File: src/rtl/jk_cmd_sequencer.sv
// Command sequencer for a downstream JK master-slave flop: drives J/K for one edge,
// lets the flop settle, then verifies Q/Qn against the expected next state.
module jk_cmd_sequencer #(
  parameter int SETTLE_CYCLES = 1,
  parameter int CNT_W         = 4
) (
  input  logic             clk,
  input  logic             rst,
  input  logic             cmd_valid,
  input  logic [1:0]       cmd_op,
  output logic             cmd_ready,
  output logic             J,
  output logic             K,
  input  logic             Q_fb,
  input  logic             Qn_fb,
  output logic             busy,
  output logic             done,
  output logic             err,
  input  logic             err_clr,
  output logic [CNT_W-1:0] cmd_cnt
);

  localparam int SW = (SETTLE_CYCLES > 1) ? $clog2(SETTLE_CYCLES) : 1;

  typedef enum logic [2:0] {
    S_INIT,
    S_IDLE,
    S_DRIVE,
    S_SETTLE,
    S_CHECK
  } state_t;

  state_t        r_state;
  logic          r_exp;
  logic [SW-1:0] r_settle;

  logic w_accept;
  logic w_exp_next;
  logic w_mismatch;

  always_comb begin
    w_accept = (r_state == S_IDLE) && cmd_valid && cmd_ready;
    case (cmd_op)
      2'b00:   w_exp_next = Q_fb;
      2'b01:   w_exp_next = 1'b0;
      2'b10:   w_exp_next = 1'b1;
      default: w_exp_next = ~Q_fb;
    endcase
    // Q/Qn must be complementary as well as match, catching stuck-equal outputs.
    w_mismatch = (Q_fb != r_exp) || (Qn_fb == Q_fb);
  end

  always_ff @(posedge clk or negedge rst) begin
    if (!rst) begin
      r_state   <= S_INIT;
      r_exp     <= 1'b0;
      r_settle  <= '0;
      cmd_ready <= 1'b0;
      J         <= 1'b0;
      K         <= 1'b0;
      busy      <= 1'b0;
      done      <= 1'b0;
      err       <= 1'b0;
      cmd_cnt   <= '0;
    end else begin
      done <= 1'b0;
      if (err_clr) err <= 1'b0;
      case (r_state)
        S_INIT: begin
          cmd_ready <= 1'b1;
          r_state   <= S_IDLE;
        end
        S_IDLE: begin
          if (w_accept) begin
            r_exp     <= w_exp_next;
            J         <= cmd_op[1];
            K         <= cmd_op[0];
            cmd_ready <= 1'b0;
            busy      <= 1'b1;
            r_state   <= S_DRIVE;
          end
        end
        S_DRIVE: begin
          J        <= 1'b0;
          K        <= 1'b0;
          r_settle <= SW'(SETTLE_CYCLES - 1);
          r_state  <= S_SETTLE;
        end
        S_SETTLE: begin
          if (r_settle == '0) r_state <= S_CHECK;
          else r_settle <= r_settle - 1'b1;
        end
        S_CHECK: begin
          done      <= 1'b1;
          cmd_cnt   <= cmd_cnt + 1'b1;
          // Placed after the clear so a coincident mismatch keeps err set.
          if (w_mismatch) err <= 1'b1;
          cmd_ready <= 1'b1;
          busy      <= 1'b0;
          r_state   <= S_IDLE;
        end
        default: begin
          J         <= 1'b0;
          K         <= 1'b0;
          cmd_ready <= 1'b0;
          busy      <= 1'b0;
          r_state   <= S_INIT;
        end
      endcase
    end
  end

endmodule
File: config.mk
export PLATFORM = sky130hd
export DESIGN_NAME = jk_cmd_sequencer
export DESIGN_NICKNAME = d
export VERILOG_FILES = /design/src/rtl/jk_cmd_sequencer.sv
export SDC_FILE = /design/constraint.sdc
export NUM_CORES = 1
export LEC_CHECK = 0
export BUFFER_PORTS_ARGS = -buffer_cell sky130_fd_sc_hd__buf_2
export CAP_MARGIN = 40
export CELL_PAD_IN_SITES_DETAIL_PLACEMENT = 1
export CELL_PAD_IN_SITES_GLOBAL_PLACEMENT = 2
export CORE_MARGIN = 2
export CORE_UTILIZATION = 27
export DETAILED_ROUTE_END_ITERATION = 10
export PLACE_DENSITY = 0.67
export SLEW_MARGIN = 20
export SYNTH_ARGS = -nofsm -noshare
export SYNTH_HDL_FRONTEND = slang
export SYNTH_SLANG_ARGS = --single-unit
File: constraint.sdc
create_clock -name clk -period 1.4 [get_ports clk]
set_clock_uncertainty 0.1 [all_clocks]
set_input_delay 0 -clock clk [delete_from_list [all_inputs] [get_ports clk]]
set_output_delay 0 -clock clk [all_outputs]
set_load 0.02 [all_outputs]
==> run summary, run 1 <==
Sink Count -> 14
CP peak stage delay -> 0.43 ns
final worst slack -> 0.0282 ns
n_diodes -> 0
Largest Register -> cmd_cnt
Post-Place Worst Slack -> 0.0499 ns
placed instance count -> 104
final core area utilization -> 39.6%
Max VDD drop -> 0.858 mV
1st-iter DRT viols -> 2
register area share after synthesis -> 54.9%
wire per inst -> 12.4 µm
Initial Util -> 28.6%
Max Root-Sink Buffers -> 2
Hold WC Path Type -> input port to async pin
hpwl dp -> 1070 µm
most frequent cells in the layout -> 17 x buf_2, 14 x dfrtp_1, 7 x nand2_1, 7 x dlygate4sd3_1, 6 x inv_1
synth warn -> 0
Global Route Usage Sum -> 12.0%
crit end category -> flip-flop
CTS tree -> done
H-tree depth -> 1
Crit. Startpoint -> r_state[2]
worst-skew pair later-pin latency -> 0.27 ns
Max-Cap Viols -> 0
fin area -> 883 µm²
die width -> 52.6 µm
commonest non-fill, non-tap cell in the layout -> buf_2
number of global-route vias before repair -> 521
crit path max fanout -> 5
die area -> 2770 µm²
Crit Reg-Reg Startpoint -> r_state[2]
worst reg2reg endpoint -> r_exp
number of pins with negative max-slew slack in the final report -> 0
Compound-Gate Fraction of Synth Area -> 10.2%
routability cong. -> 0.697
Adder-Cell Fraction of Synth Area -> 1.96%
Detailed Routing Iterations Pass 1 -> 4
Top Ports -> 18
clock root cell -> clkbuf_4
Stages on worst setup path -> 3
CP max stage cell -> dfrtp_1
Mapped Cells -> 56
share of cells above drive strength 1 -> 34.5%
Syn Area/Cell -> 11.4 µm²
CP Launch Type -> flip-flop
dpl cell area -> 783 µm²
worst path bufs/invs -> 0
crit-path leading delay family -> simple AND/OR/NAND/NOR gates
Clock Pin Slew Worst Setup and Hold Paths -> 0.08 ns
RSZ-0062 raised after global routing -> true
Syn-to-layout area delta -> 38.4%
fraction of the mapped netlist area in simple logic gates -> 18.8%
Vias/cell -> 4.55
Final Cycle Share -> 98.0%
Largest regs -> cmd_cnt (4), r_state (3)
FP Rows -> 17
routed via count -> 523
core region area -> 2230 µm²
outcome -> complete, no violations
number of remaining DRC errors -> 0
max frequency -> 0.729 GHz
final critical path time including I/O delays and setup -> 1.37 ns
final setup fails -> 0
worst path required time -> 1.47 ns
main combinational cell family by area after synthesis -> simple AND/OR/NAND/NOR gates
r2r setup slk -> 0.03 ns
Synth cell types -> 25
crit path DAT -> 1.44 ns
worst relative slew slack -> 77.9%
Worst Setup EP -> r_exp
mapped cell area -> 638 µm²
register bit total from synthesis -> 14
static leakage -> 0.429 nW
global route total overflow -> 0
Mapped Nets -> 65
pin slew with the least headroom to its limit -> 0.332 ns
power density over the cells -> 1950 nW/µm²
Post-Synth XOR/XNOR Area -> 4.12%
WS Path Type -> flip-flop to flip-flop
Antenna Nets Post-Route -> 0
drt total wl -> 1430 µm
PortBufs -> 17
fin cells -> 115
largest net degree at the start of global routing -> 15
Die Ht -> 52.6 µm
# nets final -> 98
clock buffer count from CTS -> 3
first-pass GRT wire length -> 2320 µm
antenna violations before repair -> 0
number of flip-flops under the largest register name -> 4
Worst Reg2Reg Path Length in Cells -> 3
Fin. Hold Viols -> 0
post-synthesis mux area share -> 5.69%
CP cell instances -> and4b_4 > nand2b_4 > mux2_4
repair_timing:
| action | in CTS | in global routing |
|---|---|---|
| endpoints found under the setup margin | 0 | 3 |
| setup buffers | 0 | 1 |
| endpoints found under the hold margin | 19 | 0 |
| gates resized for setup | 0 | 1 |
| hold buffers | 7 | 0 |
stage by stage:
step           power, mW  TNS (ns)  hold slack [ns]
6_report            1.72         0           0.0450
5_1_grt             1.86   -0.0217           0.0763
4_1_cts             1.74         0           0.0513
3_5_place_dp        1.49         0           -0.176
3_3_place_gp        1.47         0           -0.182
2_1_floorplan       1.20         0           -0.396
final cells by class:
| class | count | area (µm²) |
|---|---|---|
| flip-flops and latches | 14 | 350 |
| well taps | 28 | 35.0 |
| inverters | 6 | 22.5 |
| repair buffers | 29 | 193 |
| clock buffers | 3 | 22.5 |
| fillers | 271 | 1350 |
| multi-input cells | 35 | 260 |
where the power goes:
| part | internal, mW | switching [mW] |
|---|---|---|
| registers | 0.565 | 0.144 |
| logic | 0.378 | 0.412 |
| clock network | 0.0996 | 0.123 |
how the worst min path moves through the flow:
stage          from          to  slack (ns)  cells after the start
5_1_grt         rst        busy        0.08                      2
3_3_place_gp    rst  cmd_cnt[2]       -0.18                      1
2_1_floorplan   rst           J       -0.40                      0
6_report        rst        done        0.05                      2
3_5_place_dp    rst        done       -0.18                      1
4_1_cts         rst        done        0.05                      2
synth_stat cells:
cell type   n  share of area (%)
dfrtp_1    14                 55
o22ai_1     1               0.98
a21o_1      1                1.2
o21ai_0     4                3.1
and4b_4     1                2.2
nand2b_1    2                2.0
nand2b_4    1                2.2
ha_1        1                2.0
mux2_4      1                2.4
and2b_1     1                1.2
mux2i_1     1                1.6
xor2_1      1                1.4
nor2_1      2                1.2
buf_2       1               0.78
nor3b_1     1                1.2
a31o_2      1                1.4
xnor2_1     2                2.7
mux2_1      1                1.8
nand4_1     1               0.98
nor3b_4     1                2.9
inv_1       6                3.5
o221ai_1    2                2.7
nand2_1     7                4.1
and2_1      1               0.98
a21oi_1     1               0.78
layer usage:
metal  track usage, %  part of all wire [%]
met1             13.3                    43
met2             19.8                    50
met3             6.00                   5.9
met4             3.85                  0.91
met5                0                     0
cell families (layout without fill, tap and decap cells):
logic type / Yosys count / count (layout)
AOI/OAI and AO/OA: 10 / 10
muxes: 3 / 3
and+or+nand+nor: 18 / 18
DFF: 14 / 14
xor gates and xnor gates: 3 / 3
buffers and inverters: 7 / 38
adders and majority gates: 1 / 1
Note: power is estimated with default switching activity, not from simulation.
==> run 2, diff against run 1 <==
--- a/config.mk
+++ b/config.mk
@@ -10,9 +10,9 @@
 export CELL_PAD_IN_SITES_DETAIL_PLACEMENT = 1
 export CELL_PAD_IN_SITES_GLOBAL_PLACEMENT = 2
 export CORE_MARGIN = 2
-export CORE_UTILIZATION = 27
+export CORE_UTILIZATION = 30
 export DETAILED_ROUTE_END_ITERATION = 10
-export PLACE_DENSITY = 0.67
+export PLACE_DENSITY = 0.71
 export SLEW_MARGIN = 20
 export SYNTH_ARGS = -nofsm -noshare
 export SYNTH_HDL_FRONTEND = slang
==> constraint.sdc (replaced) <==
create_clock -name clk -period 1.5 [get_ports clk]
set_clock_uncertainty 0.1 [all_clocks]
set_input_delay 0 -clock clk [delete_from_list [all_inputs] [get_ports clk]]
set_output_delay 0 -clock clk [all_outputs]
set_load 0.02 [all_outputs]
==> run 2 against run 1 <==
  * Via count fell by 4.2%
  * Count of clock-buffer cells in the layout rose by 1
  * Total power shrank 5.8%
  * Critical path depth is 1 lower
  * Largest cell class unchanged
  * Core utilization up 4.5 points
  * Die area is 9.3% lower
  * Critical endpoint is now cmd_cnt[1]
  * Non-clock buffer count shrank 3
  * Global-route usage grew 1.5 points
  * Final cell count fell by 2.6%
  * Fmax is 2.3% higher
  * Largest power group unchanged
  * Register-to-register slack improved by 0.13 ns
  * Worst hold slack worse by 0.0042 ns
==> run summary, run 2 (synthesis results as in run 1) <==
Comb pwr share -> 42.4%
crit end category -> flip-flop
die width -> 50.1 µm
first-pass GRT wire length -> 2500 µm
share of power burned in the clock network -> 17.0%
antenna violations before repair -> 0
number of pins with negative max-slew slack in the final report -> 0
CP Launch Type -> flip-flop
Clock Pin Slew Worst Setup and Hold Paths -> 0.09 ns
Max VDD drop -> 0.863 mV
Worst Reg2Reg Path Length in Cells -> 2
power density over the cells -> 1860 nW/µm²
Top Ports -> 18
clock buffer count from CTS -> 3
Fin. Hold Viols -> 0
Detailed Routing Iterations Pass 1 -> 3
PortBufs -> 17
Global Route Usage Sum -> 13.4%
static leakage -> 0.422 nW
r2r setup slk -> 0.16 ns
largest net degree at the start of global routing -> 15
worst relative slew slack -> 78.4%
wire per inst -> 11.8 µm
drt total wl -> 1320 µm
worst-skew pair later-pin latency -> 0.28 ns
fillers -> 231
max frequency -> 0.746 GHz
global route total overflow -> 0
number of global-route vias before repair -> 563
Post-Place Worst Slack -> 0.151 ns
P_sw -> 0.623 mW
Reg power frac -> 40.6%
pin slew with the least headroom to its limit -> 0.323 ns
number of flip-flops under the largest register name -> 4
final setup fails -> 0
H-tree depth -> 1
internal power -> 0.999 mW
Hold WC Path Type -> input port to async pin
WS Path Type -> flip-flop to flip-flop
clock root cell -> clkbuf_4
CTS tree -> done
Max-Cap Viols -> 0
Vias/cell -> 4.47
Max Root-Sink Buffers -> 2
crit path max fanout -> 6
worst reg2reg endpoint -> cmd_cnt[1]
1st-iter DRT viols -> 4
crit path DAT -> 1.41 ns
FP Rows -> 16
Largest Register -> cmd_cnt
setup total negative slack -> 0 ns
cts repair resizes -> 0
number of remaining DRC errors -> 0
final worst slack -> 0.159 ns
Crit Reg-Reg Startpoint -> r_state[0]
Final Cycle Share -> 89.4%
hpwl dp -> 936 µm
share of cells above drive strength 1 -> 32.9%
Sink Count -> 14
Largest regs -> cmd_cnt (4), r_state (3)
Sw Ratio -> 38.4%
core region area -> 1980 µm²
final critical path time including I/O delays and setup -> 1.34 ns
RSZ-0062 raised after global routing -> false
outcome -> complete, no violations
die area -> 2510 µm²
Initial Util -> 32.2%
Antenna Nets Post-Route -> 0
routed via count -> 501
Total Power -> 1.62 mW
# nets final -> 95
worst path required time -> 1.57 ns
Die Ht -> 50.1 µm
Syn-to-layout area delta -> 36.9%
n_diodes -> 0
routability cong. -> 0.698
commonest non-fill, non-tap cell in the layout -> buf_2
most frequent cells in the layout -> 17 x buf_2, 14 x dfrtp_1, 7 x nand2_1, 7 x dlygate4sd3_1, 6 x inv_1
==> run 2: worst max-delay path, cell delays in order (launching register included) <==
cell     delay [ns]
dfrtp_1        0.46
nor3b_4        0.32
mux2_1         0.35
==> run 2: routing by layer <==
metal  global-route usage (%)  wire, µm  vias to the layer above
met5                        0         0                        -
met4                     6.94        29                        0
met3                     3.64        62                        3
met2                     21.5       617                       15
met1                     16.3       614                      236
li1                         -         -                      247
==> run 2: worst max-delay path by stage <==
stage,from,to,cells past startpoint
global placement,r_state[0],cmd_cnt[1],2
global route,r_state[0],cmd_cnt[1],2
detailed placement,r_state[0],cmd_cnt[1],2
CTS,r_state[0],cmd_cnt[1],2
floorplan,r_state[1],cmd_cnt[1],3
finish,r_state[0],cmd_cnt[1],2
==> run 2: area by class of cell <==
type / count / area [µm²] / share of cell area, %
inverters: 6 / 22.5 / 2.58
well taps: 27 / 33.8 / 3.87
repair buffers: 26 / 170 / 19.5
clock buffers: 4 / 36.3 / 4.15
flip-flops and latches: 14 / 350 / 40.1
multi-input cells: 35 / 260 / 29.8
==> run 2: through the flow <==
step | cell area, µm² | utilization, % | instances | hold WS (ns)
6_report | 873 | 44.1 | 112 | 0.0408
2_1_floorplan | 638 | - | 56 | -0.396
3_5_place_dp | 767 | 38.7 | 101 | -0.182
3_3_place_gp | 767 | 38.7 | 101 | -0.181
4_1_cts | 873 | 44.1 | 112 | 0.0416
5_1_grt | 873 | 44.1 | 112 | 0.0677
==> run 2: power by group through the flow <==
stage | clock network, mW | logic (mW) | registers, mW
after floorplan | 0 | 0.348 | 0.772
after global placement | 0 | 0.676 | 0.661
after detailed placement | 0 | 0.683 | 0.669
after CTS | 0.293 | 0.698 | 0.661
after global routing | 0.308 | 0.766 | 0.687
final | 0.275 | 0.688 | 0.659
==> run 2: what timing repair did <==
item | in CTS | in global routing
hold buffers | 7 | 0
buffers inserted | 0 | 0
endpoints found under the hold margin | 19 | 0
